--- src/rtl/intr_pkg.sv ---
// Shared constants, FSM encoding and priority encoder for the interrupt controller.
package intr_pkg;

    localparam int NSRC = 8;
    localparam int IDW  = 3;

    typedef enum logic [1:0] {
        IDLE    = 2'd0,
        REQ     = 2'd1,
        SERVICE = 2'd2
    } state_t;

    typedef struct packed {
        logic           found;
        logic [IDW-1:0] id;
    } prio_t;

    // Lowest set bit wins.
    function automatic prio_t prio_enc(input logic [NSRC-1:0] v);
        prio_t r;
        r.found = 1'b0;
        r.id    = '0;
        for (int i = NSRC - 1; i >= 0; i--) begin
            if (v[i]) begin
                r.found = 1'b1;
                r.id    = IDW'(i);
            end
        end
        return r;
    endfunction

endpackage

--- src/rtl/intr_sync.sv ---
// Multi-stage flop synchronizer for the raw interrupt lines.
module intr_sync #(
    parameter int W      = 8,
    parameter int STAGES = 2
) (
    input  logic         clk,
    input  logic         rst,
    input  logic [W-1:0] d,
    output logic [W-1:0] q
);

    logic [STAGES-1:0][W-1:0] ff;

    always_ff @(posedge clk or negedge rst) begin
        if (!rst) begin
            ff <= '0;
        end else begin
            ff <= {ff[STAGES-2:0], d};
        end
    end

    assign q = ff[STAGES-1];

endmodule

--- src/rtl/intr_ctrl.sv ---
// Interrupt controller: pending capture, masking, priority select and
// request/ack/eoi handshake towards the pipeline.
module intr_ctrl
    import intr_pkg::*;
#(
    parameter int SYNC_STAGES = 2
) (
    input  logic            clk,
    input  logic            rst,
    input  logic [NSRC-1:0] src_in,
    input  logic            cfg_we,
    input  logic [NSRC-1:0] cfg_mask,
    input  logic [NSRC-1:0] cfg_edge,
    output logic [NSRC-1:0] intr,
    output logic [IDW-1:0]  irq_id,
    output logic            irq_valid,
    input  logic            irq_ack,
    input  logic            irq_eoi,
    output logic [NSRC-1:0] pending
);

    logic [NSRC-1:0] src_s;
    logic [NSRC-1:0] src_s_d;
    logic [NSRC-1:0] mask;
    logic [NSRC-1:0] mode;
    logic [NSRC-1:0] eligible;
    logic [NSRC-1:0] clr;
    logic [NSRC-1:0] set;
    logic [IDW-1:0]  cur_id;
    logic [IDW-1:0]  cur_id_nx;
    logic            ack_ok;
    logic            eoi_ok;
    prio_t           sel;
    state_t          state;
    state_t          state_nx;

    intr_sync #(
        .W      (NSRC),
        .STAGES (SYNC_STAGES)
    ) u_sync (
        .clk (clk),
        .rst (rst),
        .d   (src_in),
        .q   (src_s)
    );

    assign eligible = pending & mask;
    assign sel      = prio_enc(eligible);
    assign ack_ok   = irq_ack & ~irq_eoi & (state == REQ);
    assign eoi_ok   = irq_eoi & ~irq_ack & (state == SERVICE);
    assign clr      = ack_ok ? (NSRC'(1) << cur_id) : '0;

    // A level line held high reappears one cycle after its ack clear.
    assign set = (mode & src_s & ~src_s_d) | (~mode & src_s & ~clr);

    always_comb begin
        state_nx  = state;
        cur_id_nx = cur_id;
        unique case (state)
            IDLE: begin
                if (sel.found) begin
                    cur_id_nx = sel.id;
                    state_nx  = REQ;
                end
            end
            REQ: begin
                if (ack_ok) begin
                    state_nx = SERVICE;
                end else if (!mask[cur_id]) begin
                    state_nx = IDLE;
                end
            end
            SERVICE: begin
                if (eoi_ok) begin
                    state_nx = IDLE;
                end
            end
            default: state_nx = IDLE;
        endcase
    end

    always_ff @(posedge clk or negedge rst) begin
        if (!rst) begin
            src_s_d   <= '0;
            mask      <= '0;
            mode      <= '0;
            pending   <= '0;
            state     <= IDLE;
            cur_id    <= '0;
            irq_valid <= 1'b0;
            irq_id    <= '0;
            intr      <= '0;
        end else begin
            src_s_d <= src_s;
            pending <= (pending & ~clr) | set;
            state   <= state_nx;
            cur_id  <= cur_id_nx;
            if (cfg_we) begin
                mask <= cfg_mask;
                mode <= cfg_edge;
            end
            // Outputs follow the next state so they come straight from flops.
            irq_valid <= (state_nx == REQ);
            irq_id    <= (state_nx == REQ) ? cur_id_nx : '0;
            intr      <= (state_nx == REQ) ? (NSRC'(1) << cur_id_nx) : '0;
        end
    end

endmodule

--- config.mk ---
export PLATFORM = sky130hd
export DESIGN_NAME = intr_ctrl
export DESIGN_NICKNAME = d
export VERILOG_FILES = /design/src/rtl/intr_pkg.sv /design/src/rtl/intr_sync.sv /design/src/rtl/intr_ctrl.sv
export SDC_FILE = /design/constraint.sdc
export NUM_CORES = 1
export LEC_CHECK = 0
export ABC_AREA = 1
export BUFFER_PORTS_ARGS = -buffer_cell sky130_fd_sc_hd__buf_2
export CORE_MARGIN = 2
export CORE_UTILIZATION = 45
export CTS_BUF_LIST = sky130_fd_sc_hd__clkbuf_4
export DETAILED_ROUTE_END_ITERATION = 10
export PLACE_DENSITY = 0.67
export SLEW_MARGIN = 20
export SYNTH_ARGS = -nofsm -noshare
export SYNTH_HDL_FRONTEND = slang
export SYNTH_SLANG_ARGS = --single-unit
--- constraint.sdc ---
create_clock -name clk -period 1.45 [get_ports clk]
set_input_delay 0.0725 -clock clk [delete_from_list [all_inputs] [get_ports clk]]
set_output_delay 0.0725 -clock clk [all_outputs]
set_load 0.01 [all_outputs]
Word-level counts from Yosys, hierarchy flattened --
Index checks and enable logic that the tools add are counted. W data, S select, Z words.
Cells by class: equal/unequal tests 3, bitwise gates (word level) 17, multiply operators 0, reductions and logical operators 1, div/mod/pow operators 0, $add $sub $neg 0, magnitude comparators 1, mux-type cells 20, shift-type cells 2
Operator list (number):
- $and A8 B8 Y8 | 6
- $mux W4 | 8
- $not A8 Y8 | 3
- $mux W8 | 2
- $or A8 B8 Y8 | 2
- $shl A1 B3 Y8 const A | 2
- $mux W3 | 3
- $mux W2 | 4
- $pmux W2 S3 | 1
- $and A1 B1 Y1 | 4
- $eq A2 B1 Y1 const B | 2
- $lt A3 B4 Y1 const B | 1
- $bmux W1 S3 | 1
- $eq A2 B2 Y1 const B | 1
- $logic_not A2 Y1 | 1
- $not A1 Y1 | 2
- $mux W1 | 1
Storage, ports and cells: word-level logic and storage cells 55, RAM bits 0, bits in latches 0, memories 0, output and inout bits 20, memory bits (read-only) 0, flip-flop bits (word level) 65, bits of input ports 29

Depth between registers and ports, before layout --
Gate-level depths: netlist (run 1).
word-level depth 13, gate-level depth with buffers 12, depth with buffers taken out 12

By module --
Synthesis (run 1) repeated with hierarchy kept, for this count alone.
Second synthesis, totals: cells, all modules 243, area total of the unflattened synthesis 2526.2 µm²
Modules (own cells, without submodules):
- intr_ctrl | seq. area each 1226.2 µm², instances 1, cells an instance 219, area an instance 2065.7 µm²
- intr_sync | seq. area each 400.4 µm², instances 1, cells an instance 24, area an instance 460.4 µm²

Worst setup path after synthesis (run 1) --
OpenSTA, ideal clock, no wires.
path type reg-to-reg, start register pending[3], end register irq_id[0], setup slack 0.145 ns, library setup time 0.119 ns, data required time 1.331 ns, cell stages (with the launch flop) 10, path buffers 0, arrival time 1.186 ns, period minus slack after synthesis 1.305 ns, path through dfrtp_1 > nand2_1 > nand2_2 > nor2_2 > nand2_2 > nand2_4 > nor2_1 > nand2_1 > nand2_2 > and2_1
Between the ends: elaborated cells between the ends (all ways) 11, those cells by class eq/ne (1); mux (9); bitwise (1)
RTL lines:
- start: declaration | line intr_ctrl.sv:19 | output logic [NSRC-1:0] pending
- start signal: assignment | line intr_ctrl.sv:95 | pending <= (pending & ~clr) | set;
- $and A8 B8 Y8 | line intr_ctrl.sv:47 | assign eligible = pending & mask;
- $mux W4 (4 in series) | line intr_pkg.sv:24 | if (v[i]) begin
- $mux W3 | line intr_ctrl.sv:61 | if (sel.found) begin
- $mux W3 | line intr_ctrl.sv:59 | unique case (state)
- via cur_id_nx[0] | line intr_ctrl.sv:30 | logic [IDW-1:0] cur_id_nx;
- $mux W3 | line intr_ctrl.sv:104 | irq_id <= (state_nx == REQ) ? cur_id_nx : '0;
- end signal: assignment | line intr_ctrl.sv:104
- end: declaration | line intr_ctrl.sv:15 | output logic [IDW-1:0] irq_id,
The timed path passes the listed nets, and every way through them passes these cells. A chain may end at the register's enable or synchronous reset.

Final worst setup path (run 1) --
start register state[0], end register pending[0]
Between the ends: longest elaborated chain between the ends 7, elaborated cells between the ends (all ways) 8, those cells by class eq/ne (1); mux (1); bitwise (6)
Ends and longest elaborated chain:
- start: declaration | line intr_ctrl.sv:34 | state_t state;
- start signal: assignment | line intr_ctrl.sv:96 | state <= state_nx;
- $eq A2 B1 Y1 (*) | line intr_ctrl.sv:49 | assign ack_ok = irq_ack & ~irq_eoi & (state == REQ);
- $and A1 B1 Y1 (*) | line intr_ctrl.sv:49
- $mux W8 (*) | line intr_ctrl.sv:51 | assign clr = ack_ok ? (NSRC'(1) << cur_id) : '0;
- $not A8 Y8 (*) | line intr_ctrl.sv:54, intr_ctrl.sv:95
- $and A8 B8 Y8 | line intr_ctrl.sv:54 | assign set = (mode & src_s & ~src_s_d) | (~mode & src_s & ~clr);
- $or A8 B8 Y8 | line intr_ctrl.sv:54
- $or A8 B8 Y8 (*) | line intr_ctrl.sv:95
Every way passes the cells marked *; elsewhere a longest branch is shown, timed or not.

==> impl_metrics.tcl, run 1 <==
set metrics [dict create \
    finalHoldViolCount 0 \
    drc_errors 0 \
    layout_setup_ws_ns 0.0744 \
    num_antenna_cells 0 \
    clock.fmax_mhz 727 \
    synth_top_area_share 0.660 \
    finalSetupViolations 0 \
    synthDistinctLibCells 23 \
    critPathSlowestCell "dfrtp_1" \
    ant_nets 0 \
    slew_viol_final 0 \
    reg2reg_depth 6 \
    cts-root-buf "clkbuf_4" \
    ctsLongestPathBuffers 2 \
    cap_violations 0 \
    coreArea_um2 5200 \
    crit_chain "inv_1, or2_1, nand3b_4, nor2_2, a21oi_1, o21bai_1" \
    arrival_ns 1.67 \
    fin_nets 360 \
    r2r_setup_slack_ns 0.07 \
    stdcell_count 406 \
    fin_crit_ns 1.38 \
    placed_cell_area_um2 2830 \
    final_area_um2 3410 \
    rows 26 \
    yosys-top-cells-area "dfrtp_1 (66%), nand2_1 (7.6%), inv_1 (4.1%)" \
    grt_pass1_wl_mm 8.28 \
    pin_count 49 \
    synth_edf_count 0 \
    ys.flop_type "dfrtp_1" \
    power_mw 5.32 \
    drtIter0Drc 80 \
    grt_max_degree 66 \
    crit_path_start "state[0]$_DFF_PN0_" \
    fp.dieW_um 78.0 \
    cts_tree "built" \
    syn2layout_area_growth_pct 38.2 \
    vdd_drop_max_v 0.00103 \
    grt_pass1_vias 1882 \
    synth_warnings 0 \
    fin_crit_sh 0.949 \
    die_h_um 78.0 \
    die-area_um2 6090 \
    synthCells 235 \
    r2r_start "state[0]$_DFF_PN0_" \
    fin_hold_ws_ns 0.0318 \
    htreeDepth 3 \
    cp-end-kind "flip-flop" \
    crit_family "simple AND/OR/NAND/NOR gates" \
    relSlewSlack 0.765 \
    yosys.area.top_type "dfrtp_1" \
    numPortBuffers 48 \
    avgViaCountPerCell 4.56 \
    cp_num_buf_inv 1 \
    clkSinkCount 65 \
    grt_overflow 0 \
    min_path_type "input pin to flip-flop" \
    gp_congestion 0.822 \
    rsz0062_at_grt "true" \
    dp_hpwl_mm 3.19 \
    fillCellCount 430 \
    async_reset_ff_frac 1.00 \
    finClkSkew_ns 0.0144 \
    place_inst 354 \
    p_leak_nw 1.70 \
    crit_path_max_fanout 5 \
    drt_first_pass_iters 4 \
    p_per_area_nw_per_um2 1560 \
    worstMarginPinSlew_ns 0.349 \
    path_depth 6 \
    numCtsBuffers 9 \
    syn_area_um2 2470 \
    fin_util 0.655 \
    worst_ep_required_time_ns 1.75 \
    path_clk_slew_ns 0.12 \
    path_class "flip-flop to flip-flop" \
    yosysSeqAreaShare 0.660 \
    gr-usage-all-layers 0.179 \
    max_stage_delay_ns 0.40 \
    synth_seq_cells 65 \
    vias 1850 \
    setup_tns_ns 0 \
    start_util 0.474 \
    antenna_found_initial 0 \
    cp-start-kind "flip-flop" \
    crit_path_end "pending[0]$_DFF_PN0_" \
    wire_per_inst_um 12.2 \
    yosysMostFrequentCell "dfrtp_1" \
    status "finished clean" \
    drive_gt1_frac 0.366 \
    pre_cts_ws_ns 0.0388 \
    synth_fp_nets 264 \
    yosys-top-cells-count "dfrtp_1 (65), nand2_1 (50), inv_1 (27)" \
    rr_endpoint "pending[0]$_DFF_PN0_" \
    wl_mm 4.94 \
    clk_latency_ns 0.40 \
    synth.avg_cell_area_um2 10.5 \
]
## metal layers
| layer | share of wire | track usage |
|---|---|---|
| met2 | 0.50 | 0.290 |
| met4 | 0.023 | 0.100 |
| met3 | 0.036 | 0.0402 |
| met5 | 0 | 0 |
| met1 | 0.44 | 0.222 |
## where the power goes
group | internal, mW | switching, mW
clock network | 0.698 | 0.665
registers | 2.09 | 0.188
logic | 0.685 | 1.00
## cells in the final DEF, fill, tap and decap left out, drive strengths merged
master / Yosys / final
dfrtp: 65 / 65
buf: 0 / 63
nand2: 60 / 60
inv: 28 / 28
dlygate4sd3: 0 / 25
nor2: 25 / 25
o21ai: 19 / 19
a21oi: 12 / 12
clkbuf: 3 / 9
nand3: 6 / 6
mux2: 4 / 4
clkinv: 0 / 4
o31ai: 3 / 3
o21bai: 3 / 3
nor3: 2 / 2
o22ai: 2 / 2
bufinv: 0 / 2
or2: 1 / 1
nand3b: 1 / 1
and2: 1 / 1
clkinvlp: 0 / 1
## cell type report
type                       count  area (um^2)  share of cell area
clock buffer                   9         67.6              0.0198
inverter                      28          105              0.0308
tap                           70         87.6              0.0257
multi-input combinational    139          810               0.238
timing repair buffer          88          616               0.181
clock inverter                 7         95.1              0.0279
sequential                    65         1630               0.478
## kinds of logic after synthesis
logic type             synth area share
AO/OA/AOI/OAI                    0.0878
multiplexers                     0.0183
AND/OR/NAND/NOR                   0.187
buffers and inverters            0.0472
flip-flops                        0.660
## worst min-delay path by stage
stage	to	slack, ns	startpoint	cells after the start
2_1_floorplan	cur_id[0]$_DFF_PN0_	-0.22	rst	0
3_3_place_gp	src_s_d[7]$_DFF_PN0_	0.11	rst	2
3_5_place_dp	irq_id[1]$_DFF_PN0_	0.11	rst	2
4_1_cts	state[1]$_DFF_PN0_	0.01	irq_ack	3
5_1_grt	state[1]$_DFF_PN0_	0.04	irq_ack	3
6_report	state[1]$_DFF_PN0_	0.03	irq_ack	3
## worst reg2reg max path, stage by stage, from the launching register on
cell and delay (ns):
dfrtp_1 0.40, inv_1 0.06, or2_1 0.22, nand3b_4 0.19, nor2_2 0.15, a21oi_1 0.09
o21bai_1 0.17
## state kept, by name, indices dropped and copies added (netlist names)
name       flops
irq_valid      1
intr           8
mask           8
mode           8
u_sync.q       8
state          2
u_sync.ff      8
cur_id         3
pending        8
src_s_d        8
irq_id         3
## timing repair
| item | 4_1_cts | 5_1_grt |
|---|---|---|
| endpoints found under the setup margin | 0 | 11 |
| buffers inserted | 0 | 11 |
| hold buffers | 25 | 0 |
| endpoints found under the hold margin | 89 | 0 |
| gates resized for setup | 0 | 27 |
(Power assumes the default switching activity.)
==> inputs of run 2 (changes only) <==
--- a/config.mk
+++ b/config.mk
@@ -8,10 +8,11 @@
 export ABC_AREA = 1
 export BUFFER_PORTS_ARGS = -buffer_cell sky130_fd_sc_hd__buf_2
 export CORE_MARGIN = 2
-export CORE_UTILIZATION = 45
+export CORE_UTILIZATION = 56
 export CTS_BUF_LIST = sky130_fd_sc_hd__clkbuf_4
 export DETAILED_ROUTE_END_ITERATION = 10
-export PLACE_DENSITY = 0.67
+export PLACE_DENSITY = 0.81
+export SKIP_LAST_GASP = 1
 export SLEW_MARGIN = 20
 export SYNTH_ARGS = -nofsm -noshare
 export SYNTH_HDL_FRONTEND = slang
==> impl_metrics.tcl, run 2 (synthesized netlist as in run 1, its figures left out) <==
set metrics [dict create \
    status "finished clean" \
    grt_overflow 0 \
    clockPowerShare 0.219 \
    ctsLongestPathBuffers 2 \
    rsz0062_at_grt "true" \
    path_class "flip-flop to flip-flop" \
    path_clk_slew_ns 0.10 \
    antenna_found_initial 0 \
    combPwrFrac 0.335 \
    sw_frac_of_total 0.348 \
    htreeDepth 3 \
    fp.dieW_um 70.4 \
    ant_nets 0 \
    grt_max_degree 66 \
    p_switching_mw 1.77 \
    fillCellCount 284 \
    drtIter0Drc 71 \
    dp_hpwl_mm 3.02 \
    drive_gt1_frac 0.373 \
    pin_count 49 \
    numPortBuffers 48 \
    drc_errors 0 \
    cp-end-kind "flip-flop" \
    place_inst 336 \
    relSlewSlack 0.771 \
    finalSetupViolations 0 \
    cap_violations 0 \
    clkSinkCount 65 \
    p_leak_nw 1.70 \
    wire_per_inst_um 12.6 \
    die-area_um2 4950 \
    layout_setup_ws_ns 0.0296 \
    seqPwrFrac 0.447 \
    clk_latency_ns 0.38 \
    fin_crit_ns 1.42 \
    numCtsBuffers 9 \
    die_h_um 70.4 \
    grt_pass1_wl_mm 7.82 \
    mostFrequentLayoutCells "dfrtp_1 (63), buf_2 (48), nand2_1 (36), dlygate4sd3_1 (26), inv_1 (25)" \
    coreArea_um2 4290 \
    fin_util 0.784 \
    rows 24 \
    grt_pass1_vias 1849 \
    final_common_cell "dfrtp_1" \
    arrival_ns 1.70 \
    slew_viol_final 0 \
    finClkSkew_ns 0.00906 \
    avgViaCountPerCell 4.93 \
    drt_first_pass_iters 6 \
    worst_ep_required_time_ns 1.73 \
    vdd_drop_max_v 0.000748 \
    gr-usage-all-layers 0.209 \
    cp-start-kind "flip-flop" \
    min_path_type "input pin to flip-flop" \
    clock.fmax_mhz 704 \
    power_mw 5.09 \
    cts_tree "built" \
    pre_cts_ws_ns 0.0599 \
    start_util 0.574 \
    p_per_area_nw_per_um2 1510 \
    fin_nets 362 \
    cts-root-buf "clkbuf_4" \
    wl_mm 4.90 \
    num_antenna_cells 0 \
    crit_path_max_fanout 8 \
    worstMarginPinSlew_ns 0.343 \
    r2r_setup_slack_ns 0.03 \
    setup_tns_ns 0 \
    gp_congestion 0.812 \
    vias 1924 \
    finalHoldViolCount 0 \
    fin_crit_sh 0.980 \
    stdcell_count 390 \
    syn2layout_area_growth_pct 36.6 \
    internal_power_mw 3.32 \
]
-- run 2: cell count changes in the layout (fill, tap and decap cells not counted), moves of 2 or more --
cell,change
nand2_4,-2
clkbuf_4,+2
clkinv_1,+3
nand2_2,+6
clkinv_4,-2
nand2_1,-4
-- run 2: cell type report --
type | count | area, um^2 | share of cell area
flip-flops and latches | 65 | 1630 | 0.484
multi-input cells | 139 | 807 | 0.240
repair buffers | 90 | 633 | 0.188
inverters | 28 | 105 | 0.0312
clock buffers | 11 | 82.6 | 0.0245
well taps | 52 | 65.1 | 0.0193
clock inverters | 5 | 46.3 | 0.0137
-- run 2: through the flow --
| stage | hold WS, ns | area (um^2) |
|---|---|---|
| floorplan | -0.223 | 2470 |
| global placement | 0.109 | 2800 |
| detailed placement | 0.107 | 2800 |
| CTS | 0.00868 | 3190 |
| global route | 0.0428 | 3370 |
| finish | 0.0406 | 3370 |
-- run 2: critical path, stage by stage (launching register included) --
cell and delay (ns):
dfrtp_1 0.39, nand2_1 0.09, nand2_2 0.07, nor2_2 0.15
nand2_2 0.11, nand2_8 0.12, nor2_2 0.05, nand2_2 0.08
nand2_2 0.10, and2_1 0.14
-- run 2: repair_timing --
item	in CTS	in global routing
setup buffers	0	12
endpoints found under the setup margin	0	10
hold buffers	26	0
endpoints found under the hold margin	90	0
resized for setup	0	30
-- run 2: power groups by stage --
stage                     Sequential, mW  Clock (mW)  Combinational [mW]
final                               2.28        1.11                1.71
after detailed placement            2.28           0                1.38
after global routing                2.31        1.24                1.88
after floorplan                     2.32           0               0.887
after global placement              2.27           0                1.36
after CTS                           2.25        1.16                1.44
-- run 2: path summary, 6_finish.rpt --
path | start | to | cells after the start
worst min register to register | u_sync.ff[3]$_DFF_PN0_ | u_sync.q[3]$_DFF_PN0_ | 0
worst max register to register | pending[7]$_DFF_PN0_ | irq_id[0]$_DFF_PN0_ | 9
worst min-delay path | irq_eoi | state[1]$_DFF_PN0_ | 4
min in group asynchronous | rst | u_sync.q[7]$_DFF_PN0_ | 3
worst max-delay path | pending[7]$_DFF_PN0_ | irq_id[0]$_DFF_PN0_ | 9
max in group asynchronous | rst | cur_id[0]$_DFF_PN0_ | 3
-- run 2: per-layer routing --
metal	routed length, um	up-vias	track usage
met3	282	8	0.0808
met1	2000	918	0.252
met2	2570	57	0.340
met4	53	0	0.0791
met5	0	-	0
li1	-	941	-
